File: config.mk
export PLATFORM = sky130hd
export DESIGN_NAME = pipe_stall_ctrl
export DESIGN_NICKNAME = d
export VERILOG_FILES = /design/src/rtl/pipe_stall_ctrl.sv
export SDC_FILE = /design/constraint.sdc
export NUM_CORES = 1
export LEC_CHECK = 0
export BUFFER_PORTS_ARGS = -buffer_cell sky130_fd_sc_hd__buf_4
export CAP_MARGIN = 20
export CORE_MARGIN = 4
export CORE_UTILIZATION = 40
export DETAILED_ROUTE_END_ITERATION = 8
export REMOVE_ABC_BUFFERS = 1
export SYNTH_ARGS = -nofsm -noshare
export SYNTH_HDL_FRONTEND = slang
export SYNTH_SLANG_ARGS = --single-unit
File: constraint.sdc
create_clock -name clk -period 2.2 [get_ports clk]
set_clock_uncertainty 0.15 [all_clocks]
set_input_delay 0 -clock clk [delete_from_list [all_inputs] [get_ports clk]]
set_output_delay 0 -clock clk [all_outputs]
set_load 0.01 [all_outputs]
File: src/rtl/pipe_stall_ctrl.sv
// pipe_stall_ctrl: turns load-use, memory-busy, redirect and halt requests into
// per-stage pipeline enables and bubble injects. Optional macro: STALL_PERF_CNT_EN.
module pipe_stall_ctrl #(
  parameter int CNT_W   = 16,
  parameter int TIMEOUT = 255
) (
  input  logic             clk,
  input  logic             rst_n,
  input  logic             Reg1_EX_EXFwrd_Stall,
  input  logic             Reg2_EX_EXFwrd_Stall,
  input  logic             exe_uses_r1,
  input  logic             exe_uses_r2,
  input  logic             redirect_ex,
  input  logic             imem_busy,
  input  logic             dmem_busy,
  input  logic             halt_wb,
  output logic             pc_en,
  output logic             pc_sel_redirect,
  output logic             ifid_en,
  output logic             idex_en,
  output logic             exmem_en,
  output logic             memwb_en,
  output logic             ifid_bubble,
  output logic             idex_bubble,
  output logic             exmem_bubble,
  output logic             memwb_bubble,
  output logic             halted,
  output logic             err_timeout
`ifdef STALL_PERF_CNT_EN
  ,
  output logic [CNT_W-1:0] ld_stall_cnt,
  output logic [CNT_W-1:0] mem_stall_cnt,
  output logic [CNT_W-1:0] flush_cnt
`endif
);

  typedef enum logic [1:0] {
    RUN      = 2'd0,
    LD_HOLD  = 2'd1,
    MEM_WAIT = 2'd2,
    HALTED   = 2'd3
  } state_e;

  localparam logic [CNT_W-1:0] TMO_LIM = CNT_W'(TIMEOUT);
  localparam logic [CNT_W-1:0] CNT_MAX = {CNT_W{1'b1}};
  localparam logic [CNT_W-1:0] CNT_ONE = CNT_W'(1);

  state_e           state_r;
  logic [CNT_W-1:0] tmoCnt_r;
  logic             errSticky_r;

  logic ldUse_s, haltReq_s, dmemStall_s, ldStall_s, redirTake_s, imemStall_s, tmoHit_s;

  // Resolve which single request is honoured this cycle, in priority order.
  always_comb begin
    ldUse_s     = (Reg1_EX_EXFwrd_Stall & exe_uses_r1) | (Reg2_EX_EXFwrd_Stall & exe_uses_r2);
    haltReq_s   = (state_r == HALTED) | halt_wb;
    dmemStall_s = ~haltReq_s & dmem_busy;
    // The load-use stall is masked for the one cycle after it was serviced.
    ldStall_s   = ~haltReq_s & ~dmem_busy & ldUse_s & (state_r != LD_HOLD);
    redirTake_s = ~haltReq_s & ~dmem_busy & ~ldStall_s & redirect_ex;
    imemStall_s = ~haltReq_s & ~dmem_busy & ~ldStall_s & ~redirect_ex & imem_busy;
    tmoHit_s    = dmemStall_s & (tmoCnt_r == TMO_LIM);
  end

  // Same-cycle enable/bubble decode of the honoured request.
  always_comb begin
    pc_en           = 1'b1;
    pc_sel_redirect = 1'b0;
    ifid_en         = 1'b1;
    idex_en         = 1'b1;
    exmem_en        = 1'b1;
    memwb_en        = 1'b1;
    ifid_bubble     = 1'b0;
    idex_bubble     = 1'b0;
    exmem_bubble    = 1'b0;
    memwb_bubble    = 1'b0;
    if (!rst_n) begin
      pc_en        = 1'b0;
      ifid_en      = 1'b0;
      idex_en      = 1'b0;
      exmem_en     = 1'b0;
      memwb_en     = 1'b0;
      ifid_bubble  = 1'b1;
      idex_bubble  = 1'b1;
      exmem_bubble = 1'b1;
      memwb_bubble = 1'b1;
    end else if (haltReq_s) begin
      pc_en    = 1'b0;
      ifid_en  = 1'b0;
      idex_en  = 1'b0;
      exmem_en = 1'b0;
      memwb_en = 1'b0;
    end else if (dmemStall_s) begin
      // WB keeps clocking but takes a NOP so the stalled MEM op is not retired twice.
      pc_en        = 1'b0;
      ifid_en      = 1'b0;
      idex_en      = 1'b0;
      exmem_en     = 1'b0;
      memwb_bubble = 1'b1;
    end else if (ldStall_s) begin
      pc_en        = 1'b0;
      ifid_en      = 1'b0;
      idex_en      = 1'b0;
      exmem_bubble = 1'b1;
    end else if (redirTake_s) begin
      pc_sel_redirect = 1'b1;
      ifid_bubble     = 1'b1;
      idex_bubble     = 1'b1;
    end else if (imemStall_s) begin
      pc_en       = 1'b0;
      ifid_en     = 1'b0;
      idex_bubble = 1'b1;
    end else begin
      pc_sel_redirect = 1'b0;
    end
  end

  // Control state: halt is terminal until reset; MEM_WAIT/LD_HOLD otherwise act as RUN.
  always_ff @(posedge clk or negedge rst_n) begin
    if (!rst_n) begin
      state_r <= RUN;
    end else begin
      case (state_r)
        HALTED: state_r <= HALTED;
        RUN, LD_HOLD, MEM_WAIT: begin
          if (halt_wb) begin
            state_r <= HALTED;
          end else if (dmem_busy) begin
            state_r <= MEM_WAIT;
          end else if (ldStall_s) begin
            state_r <= LD_HOLD;
          end else begin
            state_r <= RUN;
          end
        end
        default: state_r <= RUN;
      endcase
    end
  end

  // Consecutive data-memory busy counter and sticky timeout flag.
  always_ff @(posedge clk or negedge rst_n) begin
    if (!rst_n) begin
      tmoCnt_r    <= {CNT_W{1'b0}};
      errSticky_r <= 1'b0;
    end else begin
      if (dmemStall_s) begin
        tmoCnt_r <= (tmoCnt_r == CNT_MAX) ? tmoCnt_r : tmoCnt_r + CNT_ONE;
      end else begin
        tmoCnt_r <= {CNT_W{1'b0}};
      end
      errSticky_r <= errSticky_r | tmoHit_s;
    end
  end

  assign halted      = (state_r == HALTED);
  assign err_timeout = errSticky_r | tmoHit_s;

`ifdef STALL_PERF_CNT_EN
  function automatic logic [CNT_W-1:0] satInc(input logic [CNT_W-1:0] v, input logic inc);
    logic [CNT_W-1:0] r;
    if (inc && (v != CNT_MAX)) begin
      r = v + CNT_ONE;
    end else begin
      r = v;
    end
    return r;
  endfunction

  // Saturating stall/flush statistics; halt masks every honoured event so they freeze.
  always_ff @(posedge clk or negedge rst_n) begin
    if (!rst_n) begin
      ld_stall_cnt  <= {CNT_W{1'b0}};
      mem_stall_cnt <= {CNT_W{1'b0}};
      flush_cnt     <= {CNT_W{1'b0}};
    end else begin
      ld_stall_cnt  <= satInc(ld_stall_cnt, ldStall_s);
      mem_stall_cnt <= satInc(mem_stall_cnt, dmemStall_s);
      flush_cnt     <= satInc(flush_cnt, redirTake_s);
    end
  end
`endif

endmodule

# After elaboration in Yosys (flattened, before gate mapping)
# Cells that the tools add are included.
# totals
output_inout_bits	12
rom_bits	0
register_bits	19
ram_bits	0
n_memories	0
latch_bits	0
word_cells	71
inputBits	10
# op_classes
mux	40
eq_ne	7
add_sub_neg	1
n_bitwise	18
n_reduce_logical	2
div_mod_pow	0
magnitude_cmp	0
n_mul	0
n_shift	0
# ops
operator	count
$mux W1	35
$mux W16	2
$add A16 B1 Y16 const B	1
$eq A16 B16 Y1 const B	1
$eq A16 B8 Y1 const B	1
$and A1 B1 Y1	11
$eq A2 B2 Y1 const B	2
$mux W2	2
$not A1 Y1	4
$pmux W2 S2	1
$or A1 B1 Y1	3
$reduce_or A3 Y1	1
$eq A2 B1 Y1 const B	1
$logic_not A2 Y1	1
$ne A2 B1 Y1 const B	1
$ne A2 B2 Y1 const B	1

# Longest topological paths before layout
# Gate-level depths: netlist of the first run.
# logic_depth
depth_word	16
mapped_depth	6
mapped_depth_nobuf	5

# Worst setup path after synthesis of the first run
# OpenSTA, ideal clock, no wires.
# synth_path
path_type	reg-to-output
from	reg state_r[0]
to	out pc_en
slack_ps	363
arrival_time_ps	1687
stages_incl_launch_ff	6
path_buffers	1
t_required_ps	2050
cell_sequence	dfrtp_1 -> a211o_1 -> o21ba_2 -> and2_1 -> a21boi_0 -> buf_4
# synth_between
elab_chain_cells	16
word_cells_on_any_way	19
classes_between	eq/ne: 2; mux: 6; bitwise: 11
# synth_lines
element	line_no	rtl
start: declaration	48	state_e state_r;
start signal: assignment	122	state_r <= RUN;
start signal: assignment	125	HALTED: state_r <= HALTED;
start signal: assignment	128	state_r <= HALTED;
$eq A2 B2 Y1	57	haltReq_s = (state_r == HALTED) | halt_wb;
$or A1 B1 Y1	57	
$not A1 Y1	n/a	
$and A1 B1 Y1	60, 61, 62	
$and A1 B1 Y1 (2 in a row)	60	ldStall_s = ~haltReq_s & ~dmem_busy & ldUse_s & (state_r != LD_HOLD);
$not A1 Y1	61, 62	
$and A1 B1 Y1	61, 62	
$and A1 B1 Y1 (2 in a row)	62	imemStall_s = ~haltReq_s & ~dmem_busy & ~ldStall_s & ~redirect_ex & imem_busy;
$mux W1 (4 in a row)	n/a	
$mux W1 (*) (2 in a row)	n/a	
end: declaration	17	output logic pc_en,
# Mark *: on every way between the ends. The rest lies on a longest branch, timed or not.

# Worst setup path after layout of the first run
# layout_path
from	reg tmoCnt_r[0]
to	reg tmoCnt_r[1]
# layout_between
elab_chain_cells	3
word_cells_on_any_way	5
classes_between	add/sub: 1; eq/ne: 2; mux: 2
# layout_lines
element	line_no	rtl
start: declaration	49	logic [CNT_W-1:0] tmoCnt_r;
start signal: assignment	145	tmoCnt_r <= {CNT_W{1'b0}};
start signal: assignment	149	tmoCnt_r <= (tmoCnt_r == CNT_MAX) ? tmoCnt_r : tmoCnt_r + CNT_ONE;
start signal: assignment	151	tmoCnt_r <= {CNT_W{1'b0}};
$add A16 B1 Y16	149	
$mux W16	149	
$mux W16	148	if (dmemStall_s) begin
# Several ways; a longest one is shown, not always the timed one. The select of a mux whose other input is x is not followed.
# A chain may end at the register's enable or synchronous reset.

==> flow_metrics.py, run 1 <==
metrics = {
    "worst_setup_path": {
        "cp_max_fo": 9,
        "critical_path.slowest_cell": "dfrtp_1",
        "crit_path_end_kind": "register",
        "required_ns": 2.24,
        "cp-start-kind": "register",
        "critical_path_class": "register to register",
        "path_buf_inv": 1,
        "arrival_ns": 2.03,
        "crit_family": "simple AND/OR/NAND/NOR gates",
        "slowest_delay_ns": 0.42,
        "cp_cell_sequence": "ha_1 > nand4_1 > nor4_4 > buf_4 > mux2i_1 > nor2_1",
    },
    "place": {
        "dp_hpwl_mm": 1.91,
        "pre_cts_slack_ns": 0.248,
        "port_buffers": 21,
        "dpl.cell_count": 173,
        "gp_congestion": 0.795,
    },
    "job": {
        "drv_cap": 0,
    },
    "layout": {
        "utilization_pct": 51.1,
        "n_fill_cell": 261,
        "nets": 163,
        "diodes": 0,
        "multi_input_area_sq_um": 622,
        "synthToLayoutAreaGrowth_pct": 23.0,
        "most-common-layout-cells": "buf_4 (23), dfrtp_1 (19), nand2_1 (10)",
        "final_common_cell": "buf_4",
        "stdcell_count": 182,
        "drive_gt1_share_pct": 23.2,
        "register_area_sq_um": 475,
    },
    "route": {
        "num_vias": 1035,
        "viasPerCell": 5.69,
        "wl_per_cell_um": 14.9,
        "totalWireLength_mm": 2.71,
        "drt-initial-drc-count": 65,
        "ant_nets": 0,
        "first_pass_iters": 4,
        "drc": 0,
    },
    "sta": {
        "setup_ws_ns": 0.207,
        "max_clock_freq_ghz": 0.502,
        "hold_violations": 0,
        "tns_ns": 0,
        "tightest_slew_ns": 0.841,
        "rsz0062_at_grt": "false",
        "max_slew_margin_pct": 43.8,
        "fin_crit_sh_pct": 90.6,
        "min_period_ns": 1.99,
        "setup_violations": 0,
        "maxSlewViolCount": 0,
    },
    "die": {
        "die_w_um": 61.3,
        "core.rowCount": 19,
        "core_area_sq_mm": 0.00273,
        "io_pins": 22,
        "start_util_pct": 41.5,
        "die_height_um": 61.3,
        "dieArea_sq_mm": 0.00375,
    },
    "status": {
        "status": "complete, no violations",
    },
    "yosys": {
        "netlist_instances": 122,
        "ys_ff_latch": 19,
        "syn_area_sq_mm": 0.00113,
        "netlist.area_leader.share_pct": 41.9,
        "ys.warnings.count": 0,
        "async_flop_share_pct": 100,
        "synth_edf_count": 0,
        "synth_top_area_cell": "dfrtp_1",
        "synthTopCellsByArea": "dfrtp_1 (42%), a21oi_1 (4.0%), nand3_1 (4.0%)",
        "seq_area_frac_synth_pct": 41.9,
        "avgSynthCellArea_sq_um": 9.30,
        "synth-main-ff-cell": "dfrtp_1",
        "yosys.cell_types.count": 38,
    },
    "clock_tree": {
        "cts_tree": "yes",
        "htree_levels": 1,
        "clkLatencyLatePin_ns": 0.30,
        "clk_pin_slew_ns": 0.10,
        "cts_setup_buffers": 0,
        "root_buffer": "clkbuf_4",
        "cts_sinks": 19,
        "clockBufferDepth": 2,
        "cts_made_buffers": 3,
    },
    "pwr": {
        "power.total_w": 0.000569,
        "pwr-share-seq_pct": 61.4,
        "leakage_nw": 0.600,
        "powerDensity_mw_per_mm2": 407,
        "comb_power_share_pct": 7.0,
        "power.switching_w": 0.000128,
        "clkPwrFrac_pct": 31.6,
        "p_sw_share_pct": 22.5,
        "p_int_w": 0.000441,
        "irDropWorstVdd_mv": 0.397,
    },
    "global_route": {
        "grt_max_degree": 20,
        "grt_remaining_overflow": 0,
        "antenna_found_initial": 0,
        "grt_pass1_wl_mm": 4.82,
        "grt_pass1_vias": 997,
        "grtUsageTotal_pct": 16.9,
    },
    "hold_path": {
        "hold_path.class": "primary input to primary output",
    },
}
power groups by stage:
stage	sequential, W	combinational (W)	clock (W)
2_1_floorplan	0.000356	0.00000539	0
3_3_place_gp	0.000356	0.0000343	0
3_5_place_dp	0.000356	0.0000351	0
4_1_cts	0.000349	0.0000409	0.000188
5_1_grt	0.000349	0.0000454	0.000203
6_report	0.000349	0.0000401	0.000180
repair_timing:
action | 4_1_cts | 5_1_grt
hold buffers | 5 | 0
endpoints found under the hold margin | 22 | 0
gates resized for setup | 0 | 1
setup endpoints to repair | 0 | 2
registers in the layout (all words and copies together), names as in the netlist:
register     count
tmoCnt_r        16
errSticky_r      1
state_r          2
final cells by class:
type | count | share of cell area, %
timing repair buffer | 28 | 15.9
clock buffer | 4 | 1.88
multi-input combinational | 97 | 44.5
sequential | 19 | 34.1
tap | 31 | 2.78
inverter | 3 | 0.806
worst reg2reg max path: cells and delay by family (launching register included):
kind                     cells  cell delay (ns)
multiplexers                 1             0.19
AND/OR/NAND/NOR              3             0.64
adder cells (fa/ha/maj)      1             0.26
buffers and inverters        1             0.23
flip-flops                   1             0.42
routing by layer:
| metal | GRT usage [%] | part of all wire, % | vias up |
|---|---|---|---|
| met2 | 26.7 | 49 | 12 |
| met5 | 0 | 0 | - |
| met4 | 3.41 | 0.52 | 0 |
| met1 | 23.9 | 48 | 503 |
| li1 | - | - | 518 |
| met3 | 3.77 | 2.9 | 2 |
synth_stat cells (2+ instances only):
cell type / count
buf_4: 2
nand4_1: 3
and3_1: 2
o211ai_1: 2
nor4_1: 2
inv_1: 3
nor3_1: 5
dfrtp_1: 19
o21ai_0: 8
nor2b_1: 2
and2_1: 4
and3_2: 2
o31ai_1: 4
nand2_1: 10
a21oi_1: 9
nand3_1: 9
or4_1: 3
or3_1: 5
nor2_1: 9
path summary, 6_finish.rpt:
| check | startpoint | endpoint | slack [ns] | cells past startpoint |
|---|---|---|---|---|
| max | tmoCnt_r[0] | tmoCnt_r[1] | 0.21 | 6 |
| min | imem_busy | pc_en | 0.15 | 3 |
| max reg2reg | tmoCnt_r[0] | tmoCnt_r[1] | 0.21 | 6 |
| min reg2reg | errSticky_r | errSticky_r | 0.34 | 1 |
| max in group asynchronous | rst_n | tmoCnt_r[2] | 0.60 | 3 |
| min in group asynchronous | rst_n | state_r[0] | 0.77 | 3 |
cells by family (layout without fill, tap and decap cells):
logic type	after synthesis	count (layout)	synth area share [%]
simple gates	61	61	31.6
compound gates	33	33	20.4
flops	19	19	41.9
xor+xnor	1	1	0.772
buf+inv	6	35	3.31
mux	1	1	0.882
fa+ha+maj	1	1	1.10
per-stage QoR:
stage | hold WS [ns] | cell area [sq um]
CTS | 0.153 | 1400
global route | 0.186 | 1400
floorplan | -0.446 | 1110
global placement | -0.240 | 1320
finish | 0.147 | 1400
detailed placement | -0.238 | 1320
Note: power is estimated with default switching activity, not from simulation.
==> run 2, diff against run 1 <==
Settings changed: ABC_AREA from default to 1.
==> run 2 against run 1 <==
Sequential power hardly changed; setup slack better by 0.024 ns; non-clock buffer count is 1 lower; first-iteration DRC count decreased by 38%; critical endpoint is now err_timeout; final cell count is 30% higher; largest power group unchanged; clock power decreased by 6%; clock-buffer cell count unchanged; core utilization increased by 1.2 points.
==> flow_metrics.py, run 2 <==
metrics = {
    "pwr": {
        "leakage_nw": 0.785,
        "powerDensity_mw_per_mm2": 381,
        "power.total_w": 0.000564,
        "irDropWorstVdd_mv": 0.290,
    },
    "route": {
        "drc": 0,
        "wl_per_cell_um": 11.5,
        "viasPerCell": 5.06,
        "totalWireLength_mm": 2.73,
        "ant_nets": 0,
        "drt-initial-drc-count": 40,
        "num_vias": 1200,
        "first_pass_iters": 4,
    },
    "sta": {
        "fin_crit_sh_pct": 89.5,
        "max_clock_freq_ghz": 0.508,
        "setup_violations": 0,
        "max_slew_margin_pct": 43.4,
        "min_period_ns": 1.97,
        "maxSlewViolCount": 0,
        "tns_ns": 0,
        "tightest_slew_ns": 0.846,
        "rsz0062_at_grt": "false",
        "hold_violations": 0,
        "setup_ws_ns": 0.231,
    },
    "die": {
        "dieArea_sq_mm": 0.00400,
        "io_pins": 22,
        "core_area_sq_mm": 0.00283,
        "core.rowCount": 19,
        "die_w_um": 63.3,
        "start_util_pct": 43.2,
        "die_height_um": 63.3,
    },
    "clock_tree": {
        "clockBufferDepth": 2,
        "cts_tree": "yes",
        "cts_sinks": 19,
        "root_buffer": "clkbuf_4",
        "cts_made_buffers": 3,
        "clk_pin_slew_ns": 0.09,
        "cts_setup_buffers": 0,
        "clkLatencyLatePin_ns": 0.29,
        "htree_levels": 1,
    },
    "layout": {
        "postLayoutCellArea_sq_mm": 0.00148,
        "reg_top3": "tmoCnt_r x16, state_r x2, errSticky_r x1",
        "diodes": 0,
        "synthToLayoutAreaGrowth_pct": 21.0,
        "regMostFlops": "tmoCnt_r",
        "drive_gt1_share_pct": 18.0,
        "most-common-layout-cells": "nand2_1 (63), inv_1 (24), nand3_1 (22), buf_4 (22), dfrtp_1 (19)",
        "final_common_cell": "nand2_1",
        "nets": 218,
        "n_fill_cell": 283,
        "largest_reg_flops": 16,
        "stdcell_count": 237,
    },
    "global_route": {
        "grt_pass1_wl_mm": 4.89,
        "grt_remaining_overflow": 0,
        "grt_pass1_vias": 1149,
        "grt_max_degree": 20,
        "grtUsageTotal_pct": 15.0,
        "antenna_found_initial": 0,
    },
    "yosys": {
        "yosys.cell_types.count": 23,
        "synthTopCellsByArea": "dfrtp_1 (39%), nand2_1 (19%), nand3_1 (9.0%)",
        "synth.most_common_cell": "nand2_1",
        "synth_top_area_cell": "dfrtp_1",
        "netlist_instances": 178,
        "netlist.area_leader.share_pct": 38.9,
        "ys.warnings.count": 0,
        "ys_ff_latch": 19,
        "synth_common_cells": "nand2_1 (63), inv_1 (24), nand3_1 (22)",
        "syn_area_sq_mm": 0.00122,
        "avgSynthCellArea_sq_um": 6.87,
        "synth-main-ff-cell": "dfrtp_1",
        "synth_edf_count": 0,
        "seq_area_frac_synth_pct": 38.9,
        "async_flop_share_pct": 100,
    },
    "worst_setup_path": {
        "critical_path.slowest_cell": "dfrtp_1",
        "required_ns": 2.05,
        "slowest_delay_ns": 0.44,
        "crit_family": "simple AND/OR/NAND/NOR gates",
        "arrival_ns": 1.82,
        "critical_path_class": "register to primary output",
        "path_buf_inv": 1,
        "crit_path_end_kind": "primary output",
        "cp_cell_sequence": "ha_2 > nand3_2 > nor3_4 > nand2_1 > o21bai_1 > buf_4",
        "cp-start-kind": "register",
        "worst-path-stages": 6,
        "reg2reg_depth": 5,
        "cp_max_fo": 7,
    },
    "place": {
        "dpl-instance-area_sq_mm": 0.00140,
        "pre_cts_slack_ns": 0.433,
        "port_buffers": 21,
        "gp_congestion": 0.834,
        "dp_hpwl_mm": 2.14,
        "dpl.cell_count": 228,
    },
    "hold_path": {
        "whs_path_depth": 4,
        "hold_path.class": "primary input to primary output",
    },
    "status": {
        "status": "complete, no violations",
    },
    "job": {
        "drv_cap": 0,
    },
}
## run 2: cell types whose count changed in the layout (fill, tap and decap cells not counted), moves of 5 or more
| cell | before | now |
|---|---|---|
| a21oi_1 | 9 | 1 |
| or3_1 | 5 | 0 |
| nand2_1 | 10 | 63 |
| nor2_1 | 9 | 17 |
| nand3_1 | 9 | 22 |
| inv_1 | 3 | 24 |
## run 2: where the power goes
| part | internal (W) | switching, W | total, W |
|---|---|---|---|
| sequential | 0.000350 | 0.000000196 | 0.000350 |
| clock | 0.0000705 | 0.0000995 | 0.000170 |
| combinational | 0.0000231 | 0.0000204 | 0.0000435 |
| total | 0.000444 | 0.000120 | 0.000564 |
## run 2: metal layers
metal	up-vias	track usage, %	share of wire [%]
met2	40	24.5	43
met1	542	19.7	49
met3	2	3.91	7.1
li1	616	-	-
met5	-	0	0
met4	0	3.50	0.51
## run 2: repair_timing
item                                   CTS  global route
setup endpoints to repair                0             1
resized for setup                        0             1
hold buffers                             5             0
endpoints found under the hold margin   22             0
## run 2: worst min-delay path: cells and delay by family
kind                   cells  cell delay, ns
AND/OR/NAND/NOR            2            0.10
buffers and inverters      2            0.20
## run 2: final cells by class
class	instances	area, sq um	share of cell area, %
clock buffers	4	26.3	1.78
inverters	24	90.1	6.09
repair buffers	27	215	14.6
multi-input cells	132	633	42.8
well taps	31	38.8	2.62
flip-flops and latches	19	475	32.1
## run 2: per-stage QoR
step	hold slack (ns)	util, %
finish	0.151	52.3
global route	0.177	52.3
CTS	0.157	52.2
detailed placement	-0.237	49.5
global placement	-0.238	49.5
floorplan	-0.446	-
## run 2: logic make-up (layout without fill, tap and decap cells)
group	Yosys count	count (layout)	synth area share, %
AOI/OAI and AO/OA	7	7	3.07
xor gates and xnor gates	1	1	0.717
adders and majority gates	1	1	1.02
buffers and inverters	27	55	9.52
DFF	19	19	38.9
and+or+nand+nor	123	123	46.8
## run 2: final timing paths
| path | start | endpoint | slack, ns |
|---|---|---|---|
| worst max-delay path | tmoCnt_r[0] | err_timeout | 0.23 |
| min in group asynchronous | rst_n | tmoCnt_r[3] | 0.80 |
| worst min register to register | errSticky_r | errSticky_r | 0.34 |
| worst min-delay path | redirect_ex | ifid_bubble | 0.15 |
| max in group asynchronous | rst_n | tmoCnt_r[12] | 0.57 |
| worst max register to register | tmoCnt_r[0] | tmoCnt_r[0] | 0.44 |
